===== src/rtl/ecc_pkg.sv =====
// Shared SECDED helpers so encoder and decoder derive m/n and the bit layout identically.
package ecc_pkg;

    typedef enum logic [1:0] {ECC_OK, ECC_SINGLE, ECC_DOUBLE} ecc_err_e;

    // Upper bound on codeword length handled by the helper functions.
    localparam int CW_MAX = 256;

    function automatic int calc_m(input int k);
        int m;
        m = 1;
        while ((1 << m) < m + k + 1) m++;
        return m;
    endfunction

    function automatic bit is_pow2(input int j);
        return (j > 0) && ((j & (j - 1)) == 0);
    endfunction

    // Codeword position (1-based) of data bit i: the i-th non-power-of-2 position.
    function automatic int data_pos(input int i);
        int cnt;
        int pos;
        cnt = 0;
        pos = 0;
        for (int j = 1; j < CW_MAX; j++) begin
            if (!is_pow2(j) && pos == 0) begin
                if (cnt == i) pos = j;
                cnt++;
            end
        end
        return pos;
    endfunction

    // Syndrome = XOR of the positions of all set bits in cw[1..n].
    function automatic int calc_syndrome(input logic [CW_MAX-1:0] cw, input int n);
        int s;
        s = 0;
        for (int j = 1; j < CW_MAX; j++) begin
            if (j <= n && cw[j]) s = s ^ j;
        end
        return s;
    endfunction

endpackage


===== src/rtl/ecc_err_cnt.sv =====
// Saturating event counter; clear has priority over increment.
module ecc_err_cnt #(
    parameter int CNT_W = 16
) (
    input  logic             clk,
    input  logic             rst_n,
    input  logic             inc,
    input  logic             clr,
    output logic [CNT_W-1:0] cnt
);

    always_ff @(posedge clk or negedge rst_n) begin
        if (!rst_n) begin
            cnt <= '0;
        end else if (clr) begin
            cnt <= '0;
        end else if (inc && (cnt != {CNT_W{1'b1}})) begin
            cnt <= cnt + 1'b1;
        end
    end

endmodule


===== src/rtl/ecc_dec.sv =====
// Two-stage SECDED decoder: S1 syndrome/parity, S2 classify+correct; 2-cycle latency.
// One global enable stalls both stages whenever the output is held by the consumer.
module ecc_dec
    import ecc_pkg::*;
#(
    parameter int K      = 32,
    parameter int P0_LSB = 1,
    parameter int CNT_W  = 16,
    localparam int M     = calc_m(K),
    localparam int N     = M + K
) (
    input  logic             clk,
    input  logic             rst_n,
    input  logic             in_valid_i,
    output logic             in_ready_o,
    input  logic [N:0]       q_i,
    output logic             out_valid_o,
    input  logic             out_ready_i,
    output logic [K-1:0]     d_o,
    output logic             err_single_o,
    output logic             err_double_o,
    output logic [M-1:0]     syndrome_o,
    input  logic             cnt_clr_i,
    output logic [CNT_W-1:0] single_cnt_o,
    output logic [CNT_W-1:0] double_cnt_o,
    output logic [M-1:0]     first_syn_o,
    output logic             first_syn_vld_o
);

    logic         en;
    logic [N:1]   cw_in;
    logic [M-1:0] syn_in;
    logic [K-1:0] dat_in;

    logic         s1_vld;
    logic [K-1:0] s1_dat;
    logic [M-1:0] s1_syn;
    logic         s1_e;

    ecc_err_e     cls;
    logic [K-1:0] d_fix;
    logic         xfer;

    assign en         = !out_valid_o || out_ready_i;
    assign in_ready_o = en;
    assign xfer       = out_valid_o && out_ready_i;

    assign cw_in  = (P0_LSB != 0) ? q_i[N:1] : q_i[N-1:0];
    assign syn_in = M'(calc_syndrome(CW_MAX'({cw_in, 1'b0}), N));

    genvar gi;
    generate
        for (gi = 0; gi < K; gi++) begin : g_dat
            localparam int POS = data_pos(gi);
            assign dat_in[gi] = cw_in[POS];
            // Only a data position named by the syndrome is flipped; parity-bit hits leave data alone.
            assign d_fix[gi]  = s1_dat[gi] ^ ((cls == ECC_SINGLE) && (s1_syn == M'(POS)));
        end
    endgenerate

    always_ff @(posedge clk or negedge rst_n) begin
        if (!rst_n) begin
            s1_vld <= 1'b0;
            s1_dat <= '0;
            s1_syn <= '0;
            s1_e   <= 1'b0;
        end else if (en) begin
            s1_vld <= in_valid_i;
            if (in_valid_i) begin
                s1_dat <= dat_in;
                s1_syn <= syn_in;
                s1_e   <= ^q_i;
            end
        end
    end

    always_comb begin
        cls = ECC_OK;
        if (s1_syn == '0) begin
            cls = s1_e ? ECC_SINGLE : ECC_OK;
        end else if (!s1_e) begin
            cls = ECC_DOUBLE;
        end else if (32'(s1_syn) <= 32'(N)) begin
            cls = ECC_SINGLE;
        end else begin
            cls = ECC_DOUBLE;
        end
    end

    always_ff @(posedge clk or negedge rst_n) begin
        if (!rst_n) begin
            out_valid_o  <= 1'b0;
            d_o          <= '0;
            err_single_o <= 1'b0;
            err_double_o <= 1'b0;
            syndrome_o   <= '0;
        end else if (en) begin
            out_valid_o <= s1_vld;
            if (s1_vld) begin
                d_o          <= d_fix;
                err_single_o <= (cls == ECC_SINGLE);
                err_double_o <= (cls == ECC_DOUBLE);
                syndrome_o   <= s1_syn;
            end
        end
    end

    ecc_err_cnt #(.CNT_W(CNT_W)) u_single_cnt (
        .clk   (clk),
        .rst_n (rst_n),
        .inc   (xfer && err_single_o),
        .clr   (cnt_clr_i),
        .cnt   (single_cnt_o)
    );

    ecc_err_cnt #(.CNT_W(CNT_W)) u_double_cnt (
        .clk   (clk),
        .rst_n (rst_n),
        .inc   (xfer && err_double_o),
        .clr   (cnt_clr_i),
        .cnt   (double_cnt_o)
    );

    always_ff @(posedge clk or negedge rst_n) begin
        if (!rst_n) begin
            first_syn_o     <= '0;
            first_syn_vld_o <= 1'b0;
        end else if (cnt_clr_i) begin
            first_syn_o     <= '0;
            first_syn_vld_o <= 1'b0;
        end else if (xfer && (err_single_o || err_double_o) && !first_syn_vld_o) begin
            first_syn_o     <= syndrome_o;
            first_syn_vld_o <= 1'b1;
        end
    end

endmodule


===== config.mk =====
export PLATFORM = sky130hd
export DESIGN_NAME = ecc_dec
export DESIGN_NICKNAME = d
export VERILOG_FILES = /design/src/rtl/ecc_pkg.sv /design/src/rtl/ecc_err_cnt.sv /design/src/rtl/ecc_dec.sv
export SDC_FILE = /design/constraint.sdc
export NUM_CORES = 1
export LEC_CHECK = 0
export BUFFER_PORTS_ARGS = -buffer_cell sky130_fd_sc_hd__buf_2
export CAP_MARGIN = 10
export CORE_MARGIN = 3
export CORE_UTILIZATION = 35
export CTS_BUF_LIST = sky130_fd_sc_hd__clkbuf_16
export CTS_CLUSTER_DIAMETER = 200
export DETAILED_ROUTE_END_ITERATION = 10
export HOLD_SLACK_MARGIN = 0.1
export PLACE_DENSITY = 0.64
export SYNTH_ARGS = -nofsm -noshare
export SYNTH_HDL_FRONTEND = slang
export SYNTH_HIERARCHICAL = 1
export SYNTH_SLANG_ARGS = --single-unit
export TNS_END_PERCENT = 20

===== constraint.sdc =====
create_clock -name clk -period 2.2 [get_ports clk]
set_input_delay 0.22 -clock clk [delete_from_list [all_inputs] [get_ports clk]]
set_output_delay 0.22 -clock clk [all_outputs]
set_load 0.005 [all_outputs]

Word level (Yosys, flattened, before mapping)

Index checks and enable logic that the tools add are counted.

Register bits: 120
Memories kept: 0
Input port bits: 44
Memory bits (writable): 0
Latch bits: 0
Word-level logic and storage cells: 221
Output and inout bits: 81
Memory bits (read-only): 0

$lt $le $gt $ge: 1
Shifts and indexed selects: 0
Divide/modulo/power cells: 0
Reduce and logical (&&, ||, !) cells: 50
Multipliers: 0
Bitwise logic cells: 69
Eq/ne operators: 36
Multiplexer cells: 50
Add/sub/neg operators: 2

Operators by type and width:

| cell                  | count |
|---|---|
| $eq 6x5->1 const B    | 15 |
| $mux 5                | 16 |
| $mux 16               | 4 |
| $mux 6                | 9 |
| $eq 6x4->1 const B    | 7 |
| $logic_and 1x1->1     | 39 |
| $not 3->3             | 13 |
| $reduce_xor 39->1     | 1 |
| $eq 6x6->1 const B    | 6 |
| $add 16x1->16 const B | 2 |
| $mux 4                | 8 |
| $ne 16x16->1 const B  | 2 |
| $xor 1x1->1           | 32 |
| $not 2->2             | 13 |
| $not 4->4             | 5 |
| $eq 6x3->1 const B    | 3 |
| $mux 3                | 4 |
| $mux 2                | 5 |
| $eq 6x2->1 const B    | 1 |
| $le 6x6->1 const B    | 1 |
| $logic_not 6->1       | 1 |
| $reduce_bool 2->1     | 3 |
| $not 1->1 const A     | 5 |
| $not 5->5             | 1 |
| 6 further kinds       | 12 |

Longest topological paths before layout

Gate-level depths: netlist of run 1.

Depth after elaboration: 70
Depth in mapped cells: 7
Gate-level depth less buffers: 6

Hierarchy

The synthesis of run 1 kept the hierarchy.

Modules (own cells, without submodules):

| module      | sequential area each (um2) | instances | area each (um2) | cells an instance |
|---|---|---|---|---|
| ecc_dec     | 2,202.1                    | 1         | 4,423.0         | 425 |
| ecc_err_cnt | 400.4                      | 2         | 942.2           | 98 |

Worst setup path before layout of run 1

No wires, ideal clock.

Path type: register to register
Start: register u_double_cnt.cnt[0]
End: register u_double_cnt.cnt[15]
Setup slack: 445 ps
Setup time: 128 ps
Arrival: 1,627 ps
Stages on the path, launching flop included: 6
Period minus slack after synthesis: 1,755 ps
Data required time: 2,072 ps
Buffers on the path: 0
Path through: dfrtp_1 ha_1 nand4_2 nor4_4 nor4_1 mux2_1

Cells in the longest elaborated chain, start to end: 3
Elaborated cells between the ends (all ways): 6
Those cells by class: add/sub (1); eq/ne (1); mux (2); reduce/logical (2)

Ends and longest elaborated chain:

| item                                                 | line                                 | source |
|---|---|---|
| start: declaration                                   | ecc_err_cnt.sv:9                     | `output logic [CNT_W-1:0] cnt` |
| start signal: assignment                             | ecc_err_cnt.sv:18                    | `cnt <= cnt + 1'b1;` |
| $add 16x1->16 / $ne 16x16->1 (equally long branches) | ecc_err_cnt.sv:18, ecc_err_cnt.sv:17 |  |
| $mux 16 / $logic_and 1x1->1 (equally long branches)  | ecc_err_cnt.sv:17                    | `end else if (inc && (cnt != {CNT_W{1'b1}})) begin` |
| $mux 16 / $reduce_bool 2->1 (equally long branches)  | -                                    |  |

Several ways; a longest one is shown, not always the timed one. The select of a mux whose other input is x is not followed.
A chain may end at the register's enable or synchronous reset.

Worst setup path after layout of run 1

Start: register u_single_cnt.cnt[1]
End: register u_single_cnt.cnt[15]

Cells in the longest elaborated chain, start to end: 3
Elaborated cells between the ends (all ways): 6
Those cells by class: add/sub (1); eq/ne (1); mux (2); reduce/logical (2)

Ends and longest elaborated chain:

| item                                                 | line |
|---|---|
| start: declaration                                   | ecc_err_cnt.sv:9 |
| start signal: assignment                             | ecc_err_cnt.sv:18 |
| $add 16x1->16 / $ne 16x16->1 (equally long branches) | ecc_err_cnt.sv:18, ecc_err_cnt.sv:17 |
| $mux 16 / $logic_and 1x1->1 (equally long branches)  | ecc_err_cnt.sv:17 |
| $mux 16 / $reduce_bool 2->1 (equally long branches)  | - |

Several ways; a longest one is shown, not always the timed one. The select of a mux whose other input is x is not followed.

==> flow_metrics.tcl, run 1 <==
set metrics [dict create \
    fmax_mhz 492.2 \
    dr.pass1.iters 4 \
    combinationalPowerShare_pct 26.9 \
    ys.flop_type "dfrtp_1" \
    yosys_warnings 6 \
    cts_made_buffers 17 \
    multi_input_area_um2 3156 \
    clkTransAtPathRegs_ns 0.05 \
    power.share.clock_pct 33.6 \
    initial_utilization_pct 36.09 \
    via_count 5113 \
    cpMaxStageDelayCell "nor4_4" \
    grtUsageMet1_pct 21.97 \
    synth_fp_nets 667 \
    cts_tree "built" \
    io_buffers 124 \
    cts-root-buf "clkbuf_16" \
    io_pins 125 \
    postRouteAntennaNets 0 \
    switching_share_pct 30.84 \
    worstMarginPinSlew_ns 0.6085 \
    hold_viol 0 \
    power_frac_seq_pct 39.4 \
    synth_seq_cells 120 \
    die-area_um2 19670 \
    gp_congestion 0.8098 \
    async_reset_ff_share_pct 100.0 \
    drt-initial-drc-count 297 \
    post-route-min-period_ns 2.032 \
    layout_setup_ws_ns 0.1683 \
    ys_types 43 \
    clockBufferDepth 2 \
    synthesis.area_um2 6307 \
    endpoint_kind "flop" \
    cp-start-kind "flop" \
    viasPerCell 5.072 \
    rsz0062_at_grt "false" \
    path_max_fanout 11 \
    p_leak_nw 3.557 \
    antenna_found_initial 0 \
    place_ws_ns 0.2159 \
    outcome "finished clean" \
    hpwlAfterDp_um 11890 \
    fp.dieH_um 140.2 \
    n_antenna_cell 0 \
    track_usage_pct 16.77 \
    clock-sinks 120 \
    slew_headroom_pct 59.13 \
    synthCells 621 \
    worstPathCellList "ha_1, nand4_2, nor4_4, nor4_1, mux2_1" \
    min-delay-path-class "input port to flop" \
    p_int_mw 5.399 \
    ir_drop_mv 0.6729 \
    gr-total-overflow 0 \
    cts_max_level 4 \
    finClkSkew_ns 0.01049 \
    finalSetupTns_ns 0 \
    total_power_mw 7.806 \
    fillers 1672 \
    finalCritPeriodShare_pct 92.35 \
    drv_cap 0 \
    cp.arrival_ns 2.32 \
    nNetsFinal 820 \
    critPathMaxStageDelay_ns 0.61 \
    clk_latency_ns 0.41 \
    drive_above_1_share_pct 27.59 \
    p_switching_mw 2.408 \
    final_max_slew_viol_count 0 \
    synth_edf_count 0 \
    grt_pass1_wl_um 26300 \
    hold_ws_ns 0.1200 \
    use_met2_pct 27.37 \
    yosysSeqAreaShare_pct 47.61 \
    setup_viol 0 \
    power_density_nw_per_um2 972.3 \
    synth_area_per_cell_um2 10.16 \
    grt_pass1_vias 5042 \
    row_count 48 \
    grt_max_degree 47 \
    die_width_um 140.2 \
    wl_per_cell_um 16.06 \
    path_class "flop to flop" \
    drc 0 \
    seq_area_um2 3003 \
    required_ns 2.49 \
    grt_busiest_layer "met2" \
    drt-total-wl_um 16190 \
    coreArea_um2 17480 \
    use_met3_pct 4.473 \
    syn2layout_area_growth_pct 27.30 \
]
## power groups by stage
stage | Sequential, mW | Clock [mW] | Combinational [mW]
after floorplan | 3.02 | 0 | 1.29
after global placement | 3.09 | 0 | 2.08
after detailed placement | 3.11 | 0 | 2.11
after CTS | 3.08 | 2.68 | 2.15
after global routing | 3.15 | 2.78 | 2.35
final | 3.08 | 2.63 | 2.10
## registers in the layout, summed over array words and instances, names as in the netlist
name and cells:
d_o 32, err_double_o 1, err_single_o 1, first_syn_o 6, first_syn_vld_o 1, out_valid_o 1, s1_dat 32, s1_e 1
s1_syn 6, s1_vld 1, syndrome_o 6, u_double_cnt/cnt 16, u_single_cnt/cnt 16
## synth_stat cells (5+ instances only)
cell type / instances / area [um^2]
a21oi_1: 23 / 115.1
and3_1: 6 / 37.54
clkbuf_1: 21 / 78.83
dfrtp_1: 120 / 3003
inv_1: 8 / 30.03
mux2_1: 8 / 90.09
mux2_2: 33 / 371.6
mux2i_1: 6 / 60.06
nand2_1: 85 / 319.1
nand2b_1: 5 / 31.28
nand3_1: 15 / 75.07
nand4_1: 12 / 75.07
nor2_1: 34 / 127.6
nor2b_1: 12 / 75.07
nor3_1: 9 / 45.04
nor4_1: 8 / 50.05
o21ai_0: 11 / 55.05
o21ai_1: 38 / 190.2
o31ai_1: 14 / 105.1
or3_1: 5 / 31.28
or4_1: 10 / 75.07
xnor2_1: 79 / 691.9
xor2_1: 20 / 175.2
## metal layers
layer  up-vias  wire [um]
met4         0        167
met2       154       7909
met1      2481       7072
met5         -          0
met3        11       1041
li1       2467          -
## cell families after synthesis
group,after synthesis,share of synthesized area (%)
flops,120,47.61
compound gates,94,8.669
mux,47,8.272
simple gates,220,17.99
fa+ha+maj,2,0.3967
buf+inv,36,2.440
xor+xnor,102,14.62
## cell type report
type	count	share of cell area [%]
Clock buffer	17	5.298
Clock inverter	11	1.496
Inverter	8	0.3740
Multi-Input combinational cell	465	39.30
Sequential cell	120	37.40
Tap cell	225	3.506
Timing Repair Buffer	162	12.62
## worst paths after layout
path	startpoint	to	slack [ns]	cells after the start
max	u_single_cnt/cnt[1]$_DFFE_PN0P_	u_single_cnt/cnt[15]$_DFFE_PN0P_	0.17	5
min	q_i[36]	s1_dat[29]$_DFFE_PN0P_	0.12	2
max reg2reg	u_single_cnt/cnt[1]$_DFFE_PN0P_	u_single_cnt/cnt[15]$_DFFE_PN0P_	0.17	5
min reg2reg	d_o[30]$_DFFE_PN0P_	d_o[30]$_DFFE_PN0P_	0.48	2
max in group asynchronous	rst_n	u_double_cnt/cnt[12]$_DFFE_PN0P_	1.19	3
min in group asynchronous	rst_n	d_o[23]$_DFFE_PN0P_	0.32	2
## critical path, delay by kind of cell, from the launching register on
kind	cells	cell delay, ns
multiplexers	1	0.33
adder cells (fa/ha/maj)	1	0.26
flip-flops	1	0.41
AND/OR/NAND/NOR	3	0.90
## placed cells by master, fill, tap and decap left out, types with 6 or more instances in the layout
| cell type | count |
|---|---|
| buf_4 | 13 |
| dfrtp_1 | 120 |
| or4_1 | 10 |
| and3_1 | 6 |
| nor3_1 | 9 |
| o21ai_0 | 11 |
| mux2_2 | 33 |
| nand3_1 | 15 |
| xor2_1 | 20 |
| clkbuf_16 | 17 |
| nor4_1 | 8 |
| a21oi_1 | 23 |
| mux2_1 | 8 |
| nand2_1 | 83 |
| xnor2_1 | 79 |
| inv_1 | 12 |
| buf_2 | 123 |
| nor2b_1 | 12 |
| dlygate4sd3_1 | 22 |
| mux2i_1 | 6 |
| o21ai_1 | 38 |
| o31ai_1 | 14 |
| nand4_1 | 12 |
| nor2_1 | 34 |
## through the flow
step / cell area (um^2) / std cells / utilization [%]
floorplan: 6307 / 621 / -
global placement: 7263 / 958 / 41.56
detailed placement: 7263 / 958 / 41.56
CTS: 8019 / 1007 / 45.88
global route: 8029 / 1008 / 45.94
finish: 8029 / 1008 / 45.94
## what timing repair did
action,4_1_cts,5_1_grt
hold buffers,21,1
setup buffers,0,0
resized for setup,0,0
endpoints found under the hold margin,50,1
(Power assumes the default switching activity.)
==> run 2: changes to the inputs <==
- PLACE_DENSITY: 0.64 -> not set
==> flow_metrics.tcl, run 2 (same netlist as run 1, synthesis figures left out) <==
set metrics [dict create \
    grt_pass1_wl_um 26540 \
    syn2layout_area_growth_pct 27.47 \
    clock-sinks 120 \
    antenna_found_initial 0 \
    die_width_um 140.2 \
    fmax_mhz 487.4 \
    hold_path_end "s1_dat[6]$_DFFE_PN0P_" \
    min-delay-path-class "input port to flop" \
    path_class "flop to flop" \
    clkTransAtPathRegs_ns 0.05 \
    drt-total-wl_um 16380 \
    coreArea_um2 17480 \
    critPathMaxStageDelay_ns 0.61 \
    nNetsFinal 818 \
    postRouteAntennaNets 0 \
    outcome "finished clean" \
    gp_congestion 0.8200 \
    drc 0 \
    postCtsSetupBuffers 0 \
    drive_above_1_share_pct 27.55 \
    cpMaxStageDelayCell "nor4_4" \
    cts_resized 0 \
    finalSetupTns_ns 0 \
    r2r_slack_ns 0.15 \
    n_antenna_cell 0 \
    power_density_nw_per_um2 974.0 \
    worstPathCellList "ha_1, nand4_2, nor4_4, nor4_1, mux2_1" \
    ir_drop_mv 0.6690 \
    drt-initial-drc-count 276 \
    rsz0062_at_grt "false" \
    finClkSkew_ns 0.01117 \
    wl_per_cell_um 16.23 \
    track_usage_pct 17.03 \
    slew_headroom_pct 57.21 \
    cts_tree "built" \
    crit-reg2reg-launch "u_single_cnt/cnt[0]$_DFFE_PN0P_" \
    cts_made_buffers 17 \
    layout_commonest_cell "buf_2" \
    die-area_um2 19670 \
    grt_max_degree 51 \
    final_cell_mix "buf_2 (123), dfrtp_1 (120), nand2_1 (83)" \
    post-route-min-period_ns 2.052 \
    io_pins 125 \
    io_buffers 124 \
    finalCritPeriodShare_pct 93.26 \
    cp.arrival_ns 2.33 \
    fillers 1672 \
    setup_viol 0 \
    hpwlAfterDp_um 11830 \
    via_count 5013 \
    required_ns 2.48 \
    grt_pass1_vias 4933 \
    top_regs "d_o x32, s1_dat x32" \
    hp-start "q_i[11]" \
    cts-root-buf "clkbuf_16" \
    drv_cap 0 \
    hold_viol 0 \
    path_max_fanout 11 \
    ctsHoldBuffers 24 \
    hold_depth 2 \
    worstMarginPinSlew_ns 0.6370 \
    clk_latency_ns 0.41 \
    reg2reg_depth 5 \
    cp-start-kind "flop" \
    row_count 48 \
    fp.dieH_um 140.2 \
    reg2reg_to "u_single_cnt/cnt[15]$_DFFE_PN0P_" \
    clockBufferDepth 2 \
    p_leak_nw 3.544 \
    gr-total-overflow 0 \
    final_max_slew_viol_count 0 \
    viasPerCell 4.968 \
    cts_max_level 4 \
    endpoint_kind "flop" \
    initial_utilization_pct 36.09 \
    hold_ws_ns 0.1153 \
    dr.pass1.iters 4 \
]
==> run 2: changes by cell type in the layout (fill, tap and decap cells not counted), sizes merged <==
| cell | before | now |
|---|---|---|
| clkinvlp | 0 | 2 |
| inv | 12 | 10 |
| buf | 140 | 136 |
| dlygate4sd3 | 22 | 24 |
| clkinv | 4 | 7 |
==> run 2: metal layers <==
metal | track usage, % | wire length [um]
met1 | 22.81 | 7379
met4 | 3.774 | 131
met5 | 0 | 0
met2 | 27.67 | 7951
met3 | 4.677 | 914
==> run 2: area by class of cell <==
| cell class | count | area [um^2] | area share, % |
|---|---|---|---|
| Clock buffer | 17 | 425.4 | 5.291 |
| Clock inverter | 14 | 141.4 | 1.758 |
| Inverter | 8 | 30.03 | 0.3735 |
| Multi-Input combinational cell | 465 | 3156 | 39.25 |
| Sequential cell | 120 | 3003 | 37.35 |
| Tap cell | 225 | 281.5 | 3.501 |
| Timing Repair Buffer | 160 | 1003 | 12.48 |
==> run 2: how the worst max path moves through the flow <==
stage	startpoint	endpoint	slack (ns)
floorplan	u_double_cnt/cnt[0]$_DFFE_PN0P_	u_double_cnt/cnt[15]$_DFFE_PN0P_	0.45
global placement	u_double_cnt/cnt[0]$_DFFE_PN0P_	u_double_cnt/cnt[15]$_DFFE_PN0P_	0.21
detailed placement	u_double_cnt/cnt[0]$_DFFE_PN0P_	u_double_cnt/cnt[15]$_DFFE_PN0P_	0.16
CTS	u_double_cnt/cnt[0]$_DFFE_PN0P_	u_double_cnt/cnt[15]$_DFFE_PN0P_	0.15
global route	u_single_cnt/cnt[0]$_DFFE_PN0P_	u_single_cnt/cnt[15]$_DFFE_PN0P_	0.005
finish	u_single_cnt/cnt[0]$_DFFE_PN0P_	u_single_cnt/cnt[15]$_DFFE_PN0P_	0.15
==> run 2: power by group <==
| part | switching (mW) | internal (mW) | total [mW] |
|---|---|---|---|
| Sequential | 0.418 | 2.67 | 3.09 |
| Combinational | 1.07 | 0.979 | 2.05 |
| Clock | 0.950 | 1.74 | 2.69 |
| Total | 2.44 | 5.39 | 7.83 |
==> run 2: metrics by stage <==
step                      instance area (um^2)  cells  worst slack [ns]  power [mW]  utilization, %
after CTS                                 8040   1009            0.1452       7.936           46.01
after global placement                    7233    954            0.2099       5.143           41.39
after floorplan                           6307    621            0.4452       4.311               -
final                                     8040   1009            0.1482       7.831           46.01
after detailed placement                  7233    954            0.1615       5.181           41.39
after global routing                      8040   1009          0.005086       8.318           46.01
==> run 2: worst max-delay path, delay by kind of cell, from the launching register on <==
family                     cells  cell delay [ns]
DFF                            1             0.41
adders and majority gates      1             0.26
muxes                          1             0.36
and+or+nand+nor                3             0.92
==> run 3: changes to the inputs <==
- SLEW_MARGIN: not set -> 25
- SYNTH_HIERARCHICAL: 1 -> not set
==> flow_metrics.tcl, run 3 <==
set metrics [dict create \
    cp.arrival_ns 2.26 \
    clockBufferDepth 2 \
    crit-reg2reg-launch "u_single_cnt.cnt[3]$_DFFE_PN0P_" \
    wl_per_cell_um 15.24 \
    syn2layout_area_growth_pct 26.90 \
    synth_seq_cells 120 \
    endpoint_kind "flop" \
    ir_drop_mv 0.5498 \
    drc 0 \
    postRouteAntennaNets 0 \
    ys.flop_type "dfrtp_1" \
    p_leak_nw 3.412 \
    switching_share_pct 30.94 \
    hold_ws_ns 0.1152 \
    fp.dieH_um 137.1 \
    yosysTopAreaCell "dfrtp_1" \
    cts_tree "built" \
    synth_edf_count 0 \
    viasPerCell 4.862 \
    power_density_nw_per_um2 1015 \
    via_count 4692 \
    power.share.clock_pct 34.6 \
    power_frac_seq_pct 40.2 \
    yosys-top-cells-count "dfrtp_1 (120), nand2_1 (85), xnor2_1 (78)" \
    rsz0062_at_grt "false" \
    drive_above_1_share_pct 26.17 \
    synthesis.area_um2 6013 \
    design_area_um2 7631 \
    reg2reg_depth 6 \
    gr-total-overflow 0 \
    hold_path_end "s1_dat[23]$_DFFE_PN0P_" \
    reg2reg_to "u_single_cnt.cnt[5]$_DFFE_PN0P_" \
    grt_pass1_vias 4661 \
    final_max_slew_viol_count 0 \
    required_ns 2.49 \
    cts_made_buffers 17 \
    top_regs "d_o x32, s1_dat x32" \
    yosysMostFrequentCell "dfrtp_1" \
    synth_area_per_cell_um2 10.17 \
    row_count 47 \
    finalCritPeriodShare_pct 89.56 \
    combinationalPowerShare_pct 25.2 \
    io_pins 125 \
    slew_headroom_pct 52.76 \
    p_switching_mw 2.395 \
    min-delay-path-class "input port to flop" \
    die_width_um 137.1 \
    setup_viol 0 \
    coreArea_um2 16700 \
    worstMarginPinSlew_ns 0.7087 \
    finClkSkew_ns 0.008825 \
    cp-start-kind "input port" \
    yosysSeqAreaShare_pct 49.94 \
    hp-start "q_i[29]" \
    grt_max_degree 121 \
    clk_latency_ns 0.41 \
    drv_cap 0 \
    synth.area.top_cells "dfrtp_1 (50%), xnor2_1 (11%), xor2_1 (6.3%)" \
    synthCells 591 \
    die-area_um2 18790 \
    n_antenna_cell 0 \
    clock-sinks 120 \
    drt-initial-drc-count 263 \
    track_usage_pct 16.16 \
    drt-total-wl_um 14700 \
    final_cell_mix "buf_2 (123), dfrtp_1 (120), nand2_1 (84)" \
    hold_depth 2 \
    finalSetupTns_ns 0 \
    clkTransAtPathRegs_ns 0.06 \
    cts_max_level 4 \
    hpwlAfterDp_um 11000 \
    synth_top_area_share_pct 49.94 \
    ys_types 36 \
    gp_congestion 0.8913 \
    layout_commonest_cell "buf_2" \
    dpl_cell_area_um2 6925 \
    dr.pass1.iters 4 \
    cts_resized 0 \
    path_class "input port to flop" \
    layout_setup_ws_ns 0.2297 \
    post-route-min-period_ns 1.970 \
    yosys_warnings 0 \
    fmax_mhz 507.5 \
    outcome "finished clean" \
    grt_pass1_wl_um 23710 \
    hold_viol 0 \
    io_buffers 124 \
    synth_fp_nets 637 \
    initial_utilization_pct 36.01 \
    p_int_mw 5.347 \
    r2r_slack_ns 0.30 \
    cts-root-buf "clkbuf_16" \
    place_ws_ns 0.3269 \
    async_reset_ff_share_pct 100.0 \
    antenna_found_initial 0 \
    path_max_fanout 2 \
    nNetsFinal 780 \
]
-- run 3: stage by stage --
| stage | util [%] | power [mW] | std cells |
|---|---|---|---|
| floorplan | - | 4.244 | 591 |
| global placement | 41.47 | 5.067 | 921 |
| detailed placement | 41.47 | 5.119 | 921 |
| CTS | 45.69 | 7.840 | 965 |
| global route | 45.69 | 8.216 | 965 |
| finish | 45.69 | 7.742 | 965 |
-- run 3: kinds of logic after synthesis --
family / share of synthesized area (%)
compound gates: 6.118
simple gates: 15.52
mux: 7.491
fa+ha+maj: 0.4161
flops: 49.94
xor+xnor: 18.64
buf+inv: 1.873
-- run 3: routing by layer --
layer	vias up	global-route usage (%)	wire length (um)
met4	0	4.379	186
met2	144	25.75	6917
met3	15	4.338	827
met1	2265	21.79	6771
li1	2268	-	-
met5	-	0	0
-- run 3: cell type report --
| cell class | count | area, um^2 |
|---|---|---|
| Tap cell | 220 | 275.3 |
| Multi-Input combinational cell | 442 | 2900 |
| Fill cell | 1625 | 9070 |
| Inverter | 7 | 26.28 |
| Clock inverter | 13 | 140.1 |
| Sequential cell | 120 | 3003 |
| Timing Repair Buffer | 146 | 860.8 |
| Clock buffer | 17 | 425.4 |
-- run 3: how the worst max path moves through the flow --
stage                                startpoint                          endpoint  slack, ns  cells after the start
4_1_cts                                 q_i[36]                  s1_e$_DFFE_PN0P_       0.24                      8
6_report                                q_i[36]                  s1_e$_DFFE_PN0P_       0.23                      8
2_1_floorplan  u_double_cnt.cnt[11]$_DFFE_PN0P_  u_double_cnt.cnt[13]$_DFFE_PN0P_       0.50                      6
3_3_place_gp                            q_i[37]                  s1_e$_DFFE_PN0P_       0.39                      7
3_5_place_dp                            q_i[33]                  s1_e$_DFFE_PN0P_       0.33                      7
5_1_grt                                 q_i[36]                  s1_e$_DFFE_PN0P_       0.14                      8
-- run 3: critical path: stages --
cell           delay, ns
dlygate4sd3_1       0.52
buf_2               0.13
xor2_1              0.16
xnor2_1             0.25
xnor2_1             0.22
xnor3_1             0.48
xnor2_1             0.19
o21ai_1             0.08
-- run 3: what timing repair did --
item / 4_1_cts / 5_1_grt
hold buffers: 14 / 0
buffers inserted: 0 / 0
hold endpoints to repair: 133 / 0
-- run 3: power groups by stage --
stage	sequential (mW)	clock (mW)	combinational (mW)
4_1_cts	3.12	2.73	1.99
6_report	3.11	2.68	1.95
2_1_floorplan	3.01	0	1.23
3_5_place_dp	3.15	0	1.97
3_3_place_gp	3.13	0	1.94
5_1_grt	3.18	2.84	2.20
